===== src/rtl/led_sched_pkg.sv =====
// Shared definitions for the status-LED blink-code scheduler.
package led_sched_pkg;
    typedef enum logic [2:0] {
        ST_IDLE,
        ST_ON,
        ST_OFF,
        ST_GAP,
        ST_DONE
    } state_t;

    localparam int CLOCK_HZ        = 27_000_000;
    localparam int TICK_CYCLES_DEF = CLOCK_HZ / 2;
endpackage


===== src/rtl/led_code_scheduler_if.sv =====
// Requester-side bundle: req/count in, ack/status/LED out.
interface led_code_scheduler_if #(
    parameter int NUM_REQ = 4,
    parameter int CNT_W   = 4
);
    localparam int ID_W = $clog2(NUM_REQ);

    logic [NUM_REQ-1:0]       req;
    logic [NUM_REQ*CNT_W-1:0] count;
    logic [NUM_REQ-1:0]       ack;
    logic                     busy;
    logic [ID_W-1:0]          grant_id;
    logic                     led;

    modport master (output req, count, input ack, busy, grant_id, led);
    modport slave  (input req, count, output ack, busy, grant_id, led);
endinterface


===== src/rtl/led_tick_gen.sv =====
// Free-running modulo-TICK_CYCLES counter; one-cycle tick at the wrap, held off by clear.
module led_tick_gen
    import led_sched_pkg::*;
#(
    parameter int TICK_CYCLES = TICK_CYCLES_DEF
) (
    input  logic clock,
    input  logic reset,
    input  logic clear,
    output logic tick
);
    localparam int            TW   = $clog2(TICK_CYCLES);
    localparam logic [TW-1:0] LAST = TW'(TICK_CYCLES - 1);

    logic [TW-1:0] cnt;

    assign tick = !clear && (cnt == LAST);

    always_ff @(posedge clock or posedge reset) begin
        if (reset)
            cnt <= '0;
        else if (clear || cnt == LAST)
            cnt <= '0;
        else
            cnt <= cnt + 1'b1;
    end
endmodule


===== src/rtl/led_code_scheduler.sv =====
// Fixed-priority arbiter plus blink-code sequencer driving the shared status LED.
module led_code_scheduler
    import led_sched_pkg::*;
#(
    parameter int NUM_REQ     = 4,
    parameter int CNT_W       = 4,
    parameter int TICK_CYCLES = TICK_CYCLES_DEF,
    parameter int GAP_TICKS   = 4
) (
    input logic                  clock,
    input logic                  reset,
    led_code_scheduler_if.slave  bus
);
    localparam int ID_W  = $clog2(NUM_REQ);
    localparam int GAP_W = (GAP_TICKS > 0) ? $clog2(GAP_TICKS + 1) : 1;
    localparam logic [GAP_W-1:0] GAP_LAST = GAP_W'((GAP_TICKS > 0) ? GAP_TICKS - 1 : 0);

    state_t             state, state_nxt;
    logic [CNT_W-1:0]   remaining, remaining_nxt;
    logic [GAP_W-1:0]   gap_cnt, gap_cnt_nxt;
    logic [ID_W-1:0]    grant_q, grant_nxt;
    logic [NUM_REQ-1:0] ack_q, ack_nxt;
    logic               led_q, busy_q;
    logic               tick, tick_clr;
    logic               win;
    logic [ID_W-1:0]    win_id;

    assign tick_clr = (state == ST_IDLE);

    led_tick_gen #(.TICK_CYCLES(TICK_CYCLES)) u_tick (
        .clock (clock),
        .reset (reset),
        .clear (tick_clr),
        .tick  (tick)
    );

    // Scan downward so the lowest asserted index is the last one written.
    always_comb begin
        win    = 1'b0;
        win_id = '0;
        for (int i = NUM_REQ - 1; i >= 0; i--) begin
            if (bus.req[i]) begin
                win    = 1'b1;
                win_id = ID_W'(i);
            end
        end
    end

    always_comb begin
        state_nxt     = state;
        remaining_nxt = remaining;
        gap_cnt_nxt   = gap_cnt;
        grant_nxt     = grant_q;
        case (state)
            ST_IDLE: if (win) begin
                grant_nxt     = win_id;
                remaining_nxt = bus.count[win_id*CNT_W +: CNT_W];
                state_nxt     = (remaining_nxt != '0) ? ST_ON : ST_DONE;
            end
            ST_ON: if (tick) state_nxt = ST_OFF;
            ST_OFF: if (tick) begin
                remaining_nxt = remaining - 1'b1;
                if (remaining > 1)
                    state_nxt = ST_ON;
                else if (GAP_TICKS == 0)
                    state_nxt = ST_DONE;
                else begin
                    state_nxt   = ST_GAP;
                    gap_cnt_nxt = '0;
                end
            end
            ST_GAP: if (tick) begin
                if (gap_cnt == GAP_LAST)
                    state_nxt = ST_DONE;
                else
                    gap_cnt_nxt = gap_cnt + 1'b1;
            end
            ST_DONE: state_nxt = ST_IDLE;
            default: state_nxt = ST_IDLE;
        endcase

        ack_nxt = '0;
        if (state_nxt == ST_DONE) ack_nxt[grant_nxt] = 1'b1;
    end

    always_ff @(posedge clock or posedge reset) begin
        if (reset) begin
            state     <= ST_IDLE;
            remaining <= '0;
            gap_cnt   <= '0;
            grant_q   <= '0;
            ack_q     <= '0;
            led_q     <= 1'b0;
            busy_q    <= 1'b0;
        end else begin
            state     <= state_nxt;
            remaining <= remaining_nxt;
            gap_cnt   <= gap_cnt_nxt;
            grant_q   <= grant_nxt;
            ack_q     <= ack_nxt;
            led_q     <= (state_nxt == ST_ON);
            busy_q    <= (state_nxt != ST_IDLE);
        end
    end

    assign bus.ack      = ack_q;
    assign bus.busy     = busy_q;
    assign bus.grant_id = grant_q;
    assign bus.led      = led_q;
endmodule


===== src/flat_wrapper.sv =====
// flat-port wrapper written by rule: the top's interface ports become plain ports
module led_code_scheduler_flat import led_sched_pkg::*;
#(
    parameter int NUM_REQ     = 4,
    parameter int CNT_W       = 4,
    parameter int TICK_CYCLES = TICK_CYCLES_DEF,
    parameter int GAP_TICKS   = 4
)
  (clock, reset, bus_req, bus_count, bus_ack, bus_busy, bus_grant_id, bus_led);
  led_code_scheduler_if #(.NUM_REQ(NUM_REQ), .CNT_W(CNT_W)) bus_i ();
  input logic clock;
  input logic reset;
  input wire logic [$bits(bus_i.req)-1:0] bus_req;
  input wire logic [$bits(bus_i.count)-1:0] bus_count;
  output wire logic [$bits(bus_i.ack)-1:0] bus_ack;
  output wire logic [$bits(bus_i.busy)-1:0] bus_busy;
  output wire logic [$bits(bus_i.grant_id)-1:0] bus_grant_id;
  output wire logic [$bits(bus_i.led)-1:0] bus_led;
  assign bus_i.req = bus_req;
  assign bus_i.count = bus_count;
  assign bus_ack = bus_i.ack;
  assign bus_busy = bus_i.busy;
  assign bus_grant_id = bus_i.grant_id;
  assign bus_led = bus_i.led;
  led_code_scheduler #(.NUM_REQ(NUM_REQ), .CNT_W(CNT_W), .TICK_CYCLES(TICK_CYCLES), .GAP_TICKS(GAP_TICKS)) u_core (.clock(clock), .reset(reset), .bus(bus_i));
endmodule

===== config.mk =====
export PLATFORM = sky130hd
export DESIGN_NAME = led_code_scheduler_flat
export DESIGN_NICKNAME = d
export VERILOG_FILES = /design/src/rtl/led_sched_pkg.sv /design/src/rtl/led_code_scheduler_if.sv /design/src/rtl/led_tick_gen.sv /design/src/rtl/led_code_scheduler.sv /design/src/flat_wrapper.sv
export SDC_FILE = /design/constraint.sdc
export NUM_CORES = 1
export LEC_CHECK = 0
export BUFFER_PORTS_ARGS = -buffer_cell sky130_fd_sc_hd__buf_2
export CORE_ASPECT_RATIO = 0.75
export CORE_MARGIN = 2
export CORE_UTILIZATION = 62
export DETAILED_ROUTE_END_ITERATION = 10
export PLACE_DENSITY_LB_ADDON = 0.15
export SLEW_MARGIN = 10
export SYNTH_ARGS = -nofsm -noshare
export SYNTH_HDL_FRONTEND = slang
export SYNTH_SLANG_ARGS = --single-unit

===== constraint.sdc =====
create_clock -name clock -period 4.4 [get_ports clock]
set_input_delay 1.32 -clock clock [delete_from_list [all_inputs] [get_ports clock]]
set_output_delay 1.32 -clock clock [all_outputs]
set_load 0.005 [all_outputs]

==> results_dict.tcl <==
set metrics [dict create \
    outcome "finished clean" \
    syn-instance-count 252 \
    hold_viol_final 0 \
    min_period_over_period_pct 61.7 \
    routed_wl_mm 5.04 \
    htreeDepth 2 \
    diodes 0 \
    crit_start "u_core.u_tick.cnt[0]" \
    p_per_area_nw_per_um2 427 \
    postRouteAntennaNets 0 \
    max_freq_mhz 369 \
    synthesis.area_um2 2390 \
    crit_fanout 22 \
    worstMarginPinSlew_ps 744 \
    min_from "u_core.u_tick.cnt[0]" \
    firstDrtPassIters 5 \
    finalMaxSlewViolations 0 \
    start_util_pct 64.8 \
    drc_errors 0 \
    synth_edf_count 0 \
    grtUsageTotal_pct 25.8 \
    cts_resized 0 \
    layout-drive-gt1-share_pct 17.2 \
    avgViaCountPerCell 5.84 \
    die_h_um 57.7 \
    fin_ws_ps 1690 \
    ys_ff_latch 42 \
    rsz0062_at_grt "no" \
    grt_pass1_wl_mm 8.56 \
    setup_violations 0 \
    vias 1967 \
    ys_types 46 \
    total_power_uw 1150 \
    cp.required_ps 4550 \
    endpoint_kind "register" \
    postCtsSetupRepairBufs 0 \
    die_area_um2 4370 \
    synthArstFlopShare_pct 100 \
    cap_violations 0 \
    dp.cells 329 \
    worstSetupPathType "register to register" \
    grt_max_degree 34 \
    dp_slack_ps 1470 \
    cts_tree "yes" \
    leakagePower_uw 0.00123 \
    timing.rr.start "u_core.u_tick.cnt[0]" \
    area_growth_pct 12.5 \
    core.rowCount 19 \
    grt_pass1_vias 1798 \
    dieWidth_um 75.6 \
    hpwl_mm 3.63 \
    portBuffers 29 \
    io_pins 30 \
    place.gp.congestion 0.927 \
    fin_skew_ps 7.68 \
    min_path_type "register to register" \
    clk_pin_slew_worst_paths_ps 80 \
    drt_iter0_drc 123 \
    ir_worst_vdd_uv 259 \
    antenna_found_initial 0 \
    cts_hold_buf 0 \
    seq_area_frac_synth_pct 44.0 \
    syn_nets 279 \
    syn-mean-instance-area_um2 9.47 \
    clock_latency_ps 300 \
    final_cell_count_no_fill 337 \
    nets 311 \
    yosys_warnings 0 \
    ctsRootBufferMaster "clkbuf_8" \
    critPathLaunchType "register" \
    core_um2 3680 \
    min_period_ps 2710 \
    numCtsBuffers 5 \
    fin_setup_tns_ps 0 \
    relSlewSlack_pct 50.3 \
    wire_per_inst_um 15.0 \
    synth-main-ff-cell "dfrtp_1" \
    ctsLongestPathBuffers 2 \
    grt_overflow 0 \
    crit_arrival_ps 2860 \
    cts_num_sinks 42 \
]
-- final cells by class --
type / instances / area (um2)
Tap cell: 52 / 65.1
Inverter: 8 / 30.0
Clock inverter: 2 / 37.5
Multi-Input combinational cell: 197 / 1270
Timing Repair Buffer: 30 / 153
Clock buffer: 6 / 72.6
Fill cell: 264 / 1000
Sequential cell: 42 / 1050
-- metrics by stage --
| stage | hold slack (ps) | util (%) | cell area [um2] |
|---|---|---|---|
| 6_report | 499 | 72.8 | 2680 |
| 2_1_floorplan | 448 | - | 2390 |
| 5_1_grt | 531 | 72.8 | 2680 |
| 3_5_place_dp | 485 | 69.8 | 2570 |
| 3_3_place_gp | 476 | 69.8 | 2570 |
| 4_1_cts | 497 | 72.8 | 2680 |
-- cell usage after synthesis (2+ instances only) --
| cell | n | area share (%) |
|---|---|---|
| a221o_1 | 2 | 0.84 |
| o21ai_0 | 3 | 0.63 |
| inv_1 | 8 | 1.3 |
| ha_1 | 5 | 2.6 |
| a22oi_1 | 2 | 0.63 |
| o22ai_1 | 4 | 1.0 |
| nor3_1 | 5 | 1.0 |
| and3_1 | 4 | 1.0 |
| o21ai_1 | 2 | 0.42 |
| dfrtp_1 | 42 | 44 |
| o22a_1 | 3 | 1.1 |
| nand4_1 | 10 | 2.6 |
| or3_1 | 4 | 1.0 |
| xor2_1 | 12 | 4.4 |
| nand2b_1 | 12 | 3.1 |
| nor2_1 | 39 | 6.1 |
| or3b_2 | 4 | 1.5 |
| and4_1 | 4 | 1.5 |
| a21oi_1 | 15 | 3.1 |
| xnor2_1 | 9 | 3.3 |
| nor4_1 | 6 | 1.6 |
| nand3_1 | 12 | 2.5 |
| nor2b_1 | 3 | 0.79 |
| buf_2 | 3 | 0.63 |
| o211ai_1 | 5 | 1.6 |
| nand2_1 | 14 | 2.2 |
-- cell usage in the layout, fill, tap and decap left out, types with 2 or more instances in the layout --
| cell type | n |
|---|---|
| or3b_2 | 4 |
| nor2_1 | 39 |
| nand4_1 | 10 |
| nand3_1 | 12 |
| o211ai_1 | 5 |
| o22ai_1 | 4 |
| or3_1 | 4 |
| xnor2_1 | 9 |
| and3_1 | 4 |
| buf_2 | 29 |
| a21oi_1 | 15 |
| nor2b_1 | 3 |
| inv_1 | 8 |
| xor2_1 | 12 |
| ha_1 | 5 |
| nand2_1 | 14 |
| nand2b_1 | 12 |
| a22oi_1 | 2 |
| o21ai_1 | 2 |
| o22a_1 | 3 |
| a221o_1 | 2 |
| clkbuf_8 | 5 |
| dfrtp_1 | 42 |
| nor4_1 | 6 |
| o21ai_0 | 3 |
| nor3_1 | 5 |
| and4_1 | 4 |
-- sequential cells by signal, indices dropped and copies added (netlist names) --
signal               cells
u_core.state             3
u_core.bus.led           1
u_core.bus.ack           4
u_core.remaining         4
u_core.u_tick.cnt       24
u_core.bus.busy          1
u_core.gap_cnt           3
u_core.bus.grant_id      2
-- final timing paths --
kind,endpoint,slack (ps),depth (start not counted)
worst max-delay path,u_core.u_tick.cnt[15],1690,6
worst min-delay path,u_core.u_tick.cnt[0],500,1
worst max register to register,u_core.u_tick.cnt[15],1690,6
worst min register to register,u_core.u_tick.cnt[0],500,1
max in group asynchronous,u_core.u_tick.cnt[6],2660,3
min in group asynchronous,u_core.u_tick.cnt[22],980,2
-- kinds of logic (layout without fill, tap and decap cells) --
group,Yosys count,count (layout),synth area share (%)
and+or+nand+nor,124,124,28.5
AOI/OAI and AO/OA,46,46,14.1
DFF,42,42,44.0
xor gates and xnor gates,21,21,7.71
buffers and inverters,13,46,2.52
muxes,1,1,0.472
adders and majority gates,5,5,2.62
-- routing by layer --
layer | vias to the layer above | global-route usage [%] | routed length (um) | share of wire (%)
met4 | 0 | 5.51 | 31 | 0.61
met1 | 934 | 42.4 | 2690 | 53
li1 | 980 | - | - | -
met3 | 5 | 5.91 | 240 | 4.8
met5 | - | 0 | 0 | 0
met2 | 48 | 34.7 | 2080 | 41
-- critical path, cell delays in order, from the launching register on --
cell     delay [ps]
dfrtp_1         400
ha_1            250
and4_1          310
nand4_1         370
or3_1           530
nand2_1         580
nor2_1          130
-- power by group --
group / switching (uW) / internal [uW]
combinational: 186 / 128
sequential: 79.9 / 449
clock: 134 / 169
(Power assumes the default switching activity.)
